**config.mk**
```make
export PLATFORM = sky130hd
export DESIGN_NAME = arbitro_vram
export DESIGN_NICKNAME = d
export VERILOG_FILES = /design/src/rtl/arbitro_vram.sv
export SDC_FILE = /design/constraint.sdc
export NUM_CORES = 1
export LEC_CHECK = 0
export BUFFER_PORTS_ARGS = -buffer_cell sky130_fd_sc_hd__buf_2
export CAP_MARGIN = 40
export CORE_MARGIN = 5
export CORE_UTILIZATION = 49
export CTS_CLUSTER_SIZE = 14
export DETAILED_ROUTE_END_ITERATION = 10
export HOLD_SLACK_MARGIN = 0.03
export PLACE_DENSITY = 0.76
export SYNTH_ARGS = -nofsm -noshare
export SYNTH_HDL_FRONTEND = slang
export SYNTH_SLANG_ARGS = --single-unit
export TNS_END_PERCENT = 30
```
**constraint.sdc**
```tcl
create_clock -name CLK -period 2.6 [get_ports CLK]
set_clock_uncertainty 0.15 [all_clocks]
set_input_delay 0.13 -clock CLK [delete_from_list [all_inputs] [get_ports CLK]]
set_output_delay 0.13 -clock CLK [all_outputs]
set_load 0.01 [all_outputs]
```
**src/rtl/arbitro_vram.sv**
```systemverilog
// VRAM arbiter: shares a single-port text RAM between the VGA character fetch
// path (absolute priority on pixel ticks) and a host writer using req/ack.
module arbitro_vram #(
  parameter int ADDR_W     = 12,
  parameter int DATA_W     = 8,
  parameter int COLS       = 80,
  parameter int ROWS       = 30,
  parameter int CW_LOG     = 3,
  parameter int CH_LOG     = 4,
  parameter int SOLO_BLANK = 0
) (
  input  logic              CLK,
  input  logic              RESET,
  input  logic              p_tick,
  input  logic              video_on,
  input  logic [9:0]        pixel_X,
  input  logic [9:0]        pixel_Y,
  input  logic              wr_req,
  input  logic [ADDR_W-1:0] wr_addr,
  input  logic [DATA_W-1:0] wr_data,
  output logic              wr_ack,
  output logic              wr_err,
  output logic              mem_en,
  output logic              mem_we,
  output logic [ADDR_W-1:0] mem_addr,
  output logic [DATA_W-1:0] mem_wdata,
  input  logic [DATA_W-1:0] mem_rdata,
  output logic [DATA_W-1:0] char_code,
  output logic              char_valid,
  output logic [CW_LOG-1:0] cell_col,
  output logic [CH_LOG-1:0] cell_row,
  output logic [15:0]       stall_cnt
);

  localparam int DEPTH = COLS * ROWS;
  localparam logic [ADDR_W-1:0] COLS_A  = ADDR_W'(COLS);
  localparam logic [ADDR_W:0]   DEPTH_A = (ADDR_W + 1)'(DEPTH);

  typedef enum logic [1:0] {
    IDLE,
    ACK,
    HOLD
  } state_t;

  state_t state, state_next;

  logic [ADDR_W-1:0] row_idx;
  logic [ADDR_W-1:0] col_idx;
  logic [ADDR_W-1:0] disp_addr;
  logic              disp_claim;
  logic              addr_ok;
  logic              grant;
  logic              ack_next;
  logic              err_next;
  logic              err_pend;
  logic              rd_pend;
  logic [CW_LOG-1:0] col_d1;
  logic [CH_LOG-1:0] row_d1;

  // Character-cell address of the pixel currently being scanned.
  assign row_idx    = ADDR_W'(pixel_Y >> CH_LOG);
  assign col_idx    = ADDR_W'(pixel_X >> CW_LOG);
  assign disp_addr  = row_idx * COLS_A + col_idx;
  assign disp_claim = p_tick & video_on;
  assign addr_ok    = ({1'b0, wr_addr} < DEPTH_A);

  always_ff @(posedge CLK or posedge RESET) begin
    if (RESET) state <= IDLE;
    else       state <= state_next;
  end

  // Host writes only take slots the display did not claim.
  always_comb begin
    state_next = state;
    grant      = 1'b0;
    ack_next   = 1'b0;
    err_next   = 1'b0;
    case (state)
      IDLE: begin
        if (wr_req && !disp_claim && ((SOLO_BLANK == 0) || !video_on)) begin
          grant      = 1'b1;
          state_next = ACK;
        end
      end
      ACK: begin
        ack_next   = 1'b1;
        err_next   = err_pend;
        state_next = HOLD;
      end
      HOLD: begin
        if (!wr_req) state_next = IDLE;
      end
      default: state_next = IDLE;
    endcase
  end

  always_ff @(posedge CLK or posedge RESET) begin
    if (RESET) begin
      mem_en    <= 1'b0;
      mem_we    <= 1'b0;
      mem_addr  <= '0;
      mem_wdata <= '0;
    end else begin
      mem_en <= 1'b0;
      mem_we <= 1'b0;
      if (disp_claim) begin
        mem_en   <= 1'b1;
        mem_addr <= disp_addr;
      end else if (grant && addr_ok) begin
        mem_en    <= 1'b1;
        mem_we    <= 1'b1;
        mem_addr  <= wr_addr;
        mem_wdata <= wr_data;
      end
    end
  end

  always_ff @(posedge CLK or posedge RESET) begin
    if (RESET) begin
      err_pend  <= 1'b0;
      wr_ack    <= 1'b0;
      wr_err    <= 1'b0;
      stall_cnt <= '0;
    end else begin
      wr_ack <= ack_next;
      wr_err <= err_next;
      if (grant) err_pend <= !addr_ok;
      if (state == ACK)
        stall_cnt <= '0;
      else if ((state == IDLE) && wr_req && !grant && (stall_cnt != 16'hFFFF))
        stall_cnt <= stall_cnt + 16'd1;
    end
  end

  // In-cell coordinates ride a 2-deep delay so they line up with char_code.
  always_ff @(posedge CLK or posedge RESET) begin
    if (RESET) begin
      rd_pend    <= 1'b0;
      col_d1     <= '0;
      row_d1     <= '0;
      char_valid <= 1'b0;
      char_code  <= '0;
      cell_col   <= '0;
      cell_row   <= '0;
    end else begin
      rd_pend    <= disp_claim;
      col_d1     <= pixel_X[CW_LOG-1:0];
      row_d1     <= pixel_Y[CH_LOG-1:0];
      char_valid <= rd_pend;
      if (rd_pend) char_code <= mem_rdata;
      cell_col <= col_d1;
      cell_row <= row_d1;
    end
  end

endmodule

```
==> impl_metrics.toml <==
[route]
drt-pass1-iter-count = 4
dr_total_vias = 2661
routed_wl_um = 7800
viasPerCell = 5.07
ant_nets = 0
wire_per_inst_um = 14.9
first_iter_violations = 80
route.detailed.drc = 0

[run_status]
status = "complete, no violations"

[logic_synthesis]
syn_nets = 348
synth-warning-count = 0
syn-cell-area_sq_mm = 0.00305
yosysSeqAreaShare_pct = 54.9
synth_cell_types = 42
synth_seq_cells = 67
netlist_instances = 281
avgSynthCellArea_sq_um = 10.9

[power]
p_per_area_mw_per_mm2 = 640
p_leak_nw = 2.17
p_seq_share_pct = 46.9
p_int_mw = 1.89
p_switching_uw = 873
switching_share_pct = 31.5
power_frac_comb_pct = 26.3
p_clk_share_pct = 26.8
peakVddDrop_uv = 435

[clock_tree]
root_buffer = "clkbuf_8"
numCtsBuffers = 9
cts_tree = "done"
insertion_delay_ns = 0.33
htreeDepth = 3
clock_tree.buffer_depth = 2
cts_sinks = 67
path_clk_slew_ns = 0.07

[layout]
drive_gt1_share_pct = 35.3
fin_util_pct = 72.2
num_antenna_cells = 0
n_fill_cell = 434
design_area_sq_mm = 0.00433
area_growth_pct = 41.7
final_nets = 512

[sta]
hold_viol = 0
clock.fmax_ghz = 0.425
tightest_slew_ns = 0.729
fin_setup_tns_ns = 0
setup_viol = 0
relSlewSlack_pct = 51.4
slew_viol_final = 0
min_period_over_period_pct = 90.5
fin_ws_ns = 0.247
layout_min_cycle_time_ns = 2.35
rsz0062_at_grt = "false"
hold_ws_ns = 0.0494

[global_route]
grt_start_max_net_pins = 36
grt.overflow.total = 0
grt_pass1_vias = 2753
antenna_found_initial = 0
grt_pass1_wl_um = 12700
grt_util_all_layers_pct = 20.6

[floorplanning]
fp.dieH_um = 88.9
io_pins = 109
start_util_pct = 50.9
rows = 28
floorplan.die.width_um = 88.9
die_area_sq_mm = 0.00791
core_sq_mm = 0.00599

[run]
maxCapViolCount = 0

[setup_path]
cp_max_fo = 7
cp_data_required_time_ns = 2.72
slowest_delay_ns = 0.56
crit_chain = "nor3b_4 > nand2_1 > inv_2 > o21ai_2 > clkinvlp_4 > buf_4 > a21oi_1 > a21oi_1 > dlygate4sd3_1"
cp-start-kind = "register"
cp_top_family = "buffers and inverters"
slowest_stage = "dlygate4sd3_1"
crit_buf_inv = 4
worstPathArrival_ns = 2.47
critPathMostFrequentCell = "a21oi_1"
critical_path_class = "reg -> reg"
crit_path_end_kind = "register"

[place]
dp_slack_ns = 0.210
portBuffers = 108
gp_congestion = 0.747
dp_hpwl_um = 5360
place_area_sq_mm = 0.00368

[min_path]
hp-class = "in -> reg"
-- metal layers --
metal / track usage (%) / part of all wire (%) / vias up
met1: 23.4 / 39 / 1275
met2: 37.7 / 53 / 77
met4: 8.65 / 2.5 / 0
li1: - / - / 1292
met5: 0 / 0 / -
met3: 4.06 / 5.2 / 17
-- final cells by class --
cell class	count	area, sq um	area share (%)
clock buffers	10	128	2.95
clock inverters	6	41.3	0.955
inverters	8	33.8	0.781
multi-input cells	199	1310	30.3
flip-flops and latches	67	1680	38.8
well taps	75	93.8	2.17
repair buffers	159	1040	24.0
repair inverters	1	5.00	0.116
-- final timing paths --
kind / endpoint / cells past startpoint / from / slack [ns]
min: mem_addr[4] / 4 / pixel_X[7] / 0.05
min reg2reg: cell_row[2] / 0 / row_d1[2] / 0.20
max: mem_addr[1] / 9 / state[0] / 0.25
max in group asynchronous: stall_cnt[15] / 4 / RESET / 1.35
min in group asynchronous: cell_col[0] / 3 / RESET / 0.32
max reg2reg: mem_addr[1] / 9 / state[0] / 0.25
-- cells in the final DEF (no fill, tap or decap), types with 4 or more instances in the layout --
| cell type | netlist | layout |
|---|---|---|
| buf_2 | 3 | 108 |
| nor3_1 | 5 | 5 |
| xnor2_1 | 18 | 18 |
| clkbuf_8 | 0 | 9 |
| dlygate4sd3_1 | 0 | 40 |
| dfrtp_1 | 67 | 67 |
| a21oi_1 | 21 | 21 |
| nor2_1 | 30 | 30 |
| nor4_1 | 7 | 7 |
| nand2_1 | 46 | 46 |
| ha_1 | 12 | 12 |
| mux2_2 | 8 | 8 |
| a21o_1 | 4 | 4 |
| buf_4 | 0 | 10 |
| nand3_1 | 9 | 9 |
-- per-stage QoR --
step,cells,total power [mW]
finish,525,2.77
floorplan,281,1.68
global route,525,2.94
detailed placement,460,1.96
CTS,516,2.77
global placement,460,1.93
-- power by group through the flow --
| stage | clock [mW] | sequential, mW | combinational (mW) |
|---|---|---|---|
| after detailed placement | 0 | 1.32 | 0.645 |
| after floorplan | 0 | 1.38 | 0.303 |
| after CTS | 0.769 | 1.30 | 0.708 |
| final | 0.741 | 1.30 | 0.727 |
| after global placement | 0 | 1.31 | 0.627 |
| after global routing | 0.815 | 1.32 | 0.808 |
-- cells in the mapped netlist, drive strengths merged --
library cell	n	share of area (%)
dfrtp	67	55
nand3	9	1.5
nor4b	3	1.5
and4	1	0.37
nor4	9	2.5
buf	6	1.1
xor2	2	0.57
a22oi	3	0.74
clkbuf	1	0.12
nand2	47	5.9
a21oi	21	3.4
inv	6	0.74
a221oi	2	0.57
clkinv	2	0.25
xnor2	18	5.2
nor2b	1	0.21
nand3b	1	0.25
mux2	8	3.0
or3	2	0.41
nand4	4	1.5
or2b	1	0.29
fa	2	1.3
mux2i	1	0.33
and3	3	0.62
nor3b	1	0.62
ha	12	4.9
o22ai	1	0.21
and2	1	0.21
a211oi	2	0.49
nor2	30	3.7
nor3	5	0.82
o21ai	5	0.82
a21o	4	0.98
-- sequential cells by signal, summed over array words and instances (netlist names), 2 cells and up --
name,count
cell_col,3
state,2
stall_cnt,16
row_d1,4
mem_addr,12
char_code,8
col_d1,3
mem_wdata,8
cell_row,4
-- kinds of logic (layout without fill, tap and decap cells) --
logic type               Yosys count  after routing  synth area share [%]
AND/OR/NAND/NOR                  118            118                  20.3
flip-flops                        67             67                  54.9
AO/OA/AOI/OAI                     38             38                  7.26
XOR/XNOR                          20             20                  5.74
buffers and inverters             15            184                  2.21
adder cells (fa/ha/maj)           14             14                  6.23
multiplexers                       9              9                  3.28
-- repair_timing --
item / in CTS / in global routing
gates resized for setup: 0 / 2
hold endpoints to repair: 69 / 0
endpoints found under the setup margin: 0 / 4
hold buffers: 40 / 0
buffers inserted: 0 / 8
-- worst min-delay path, delay by kind of cell --
family	cells	cell delay (ns)
AOI/OAI and AO/OA	1	0.11
adders and majority gates	1	0.12
buffers and inverters	1	0.08
and+or+nand+nor	1	0.04
Note: power is estimated with default switching activity, not from simulation.
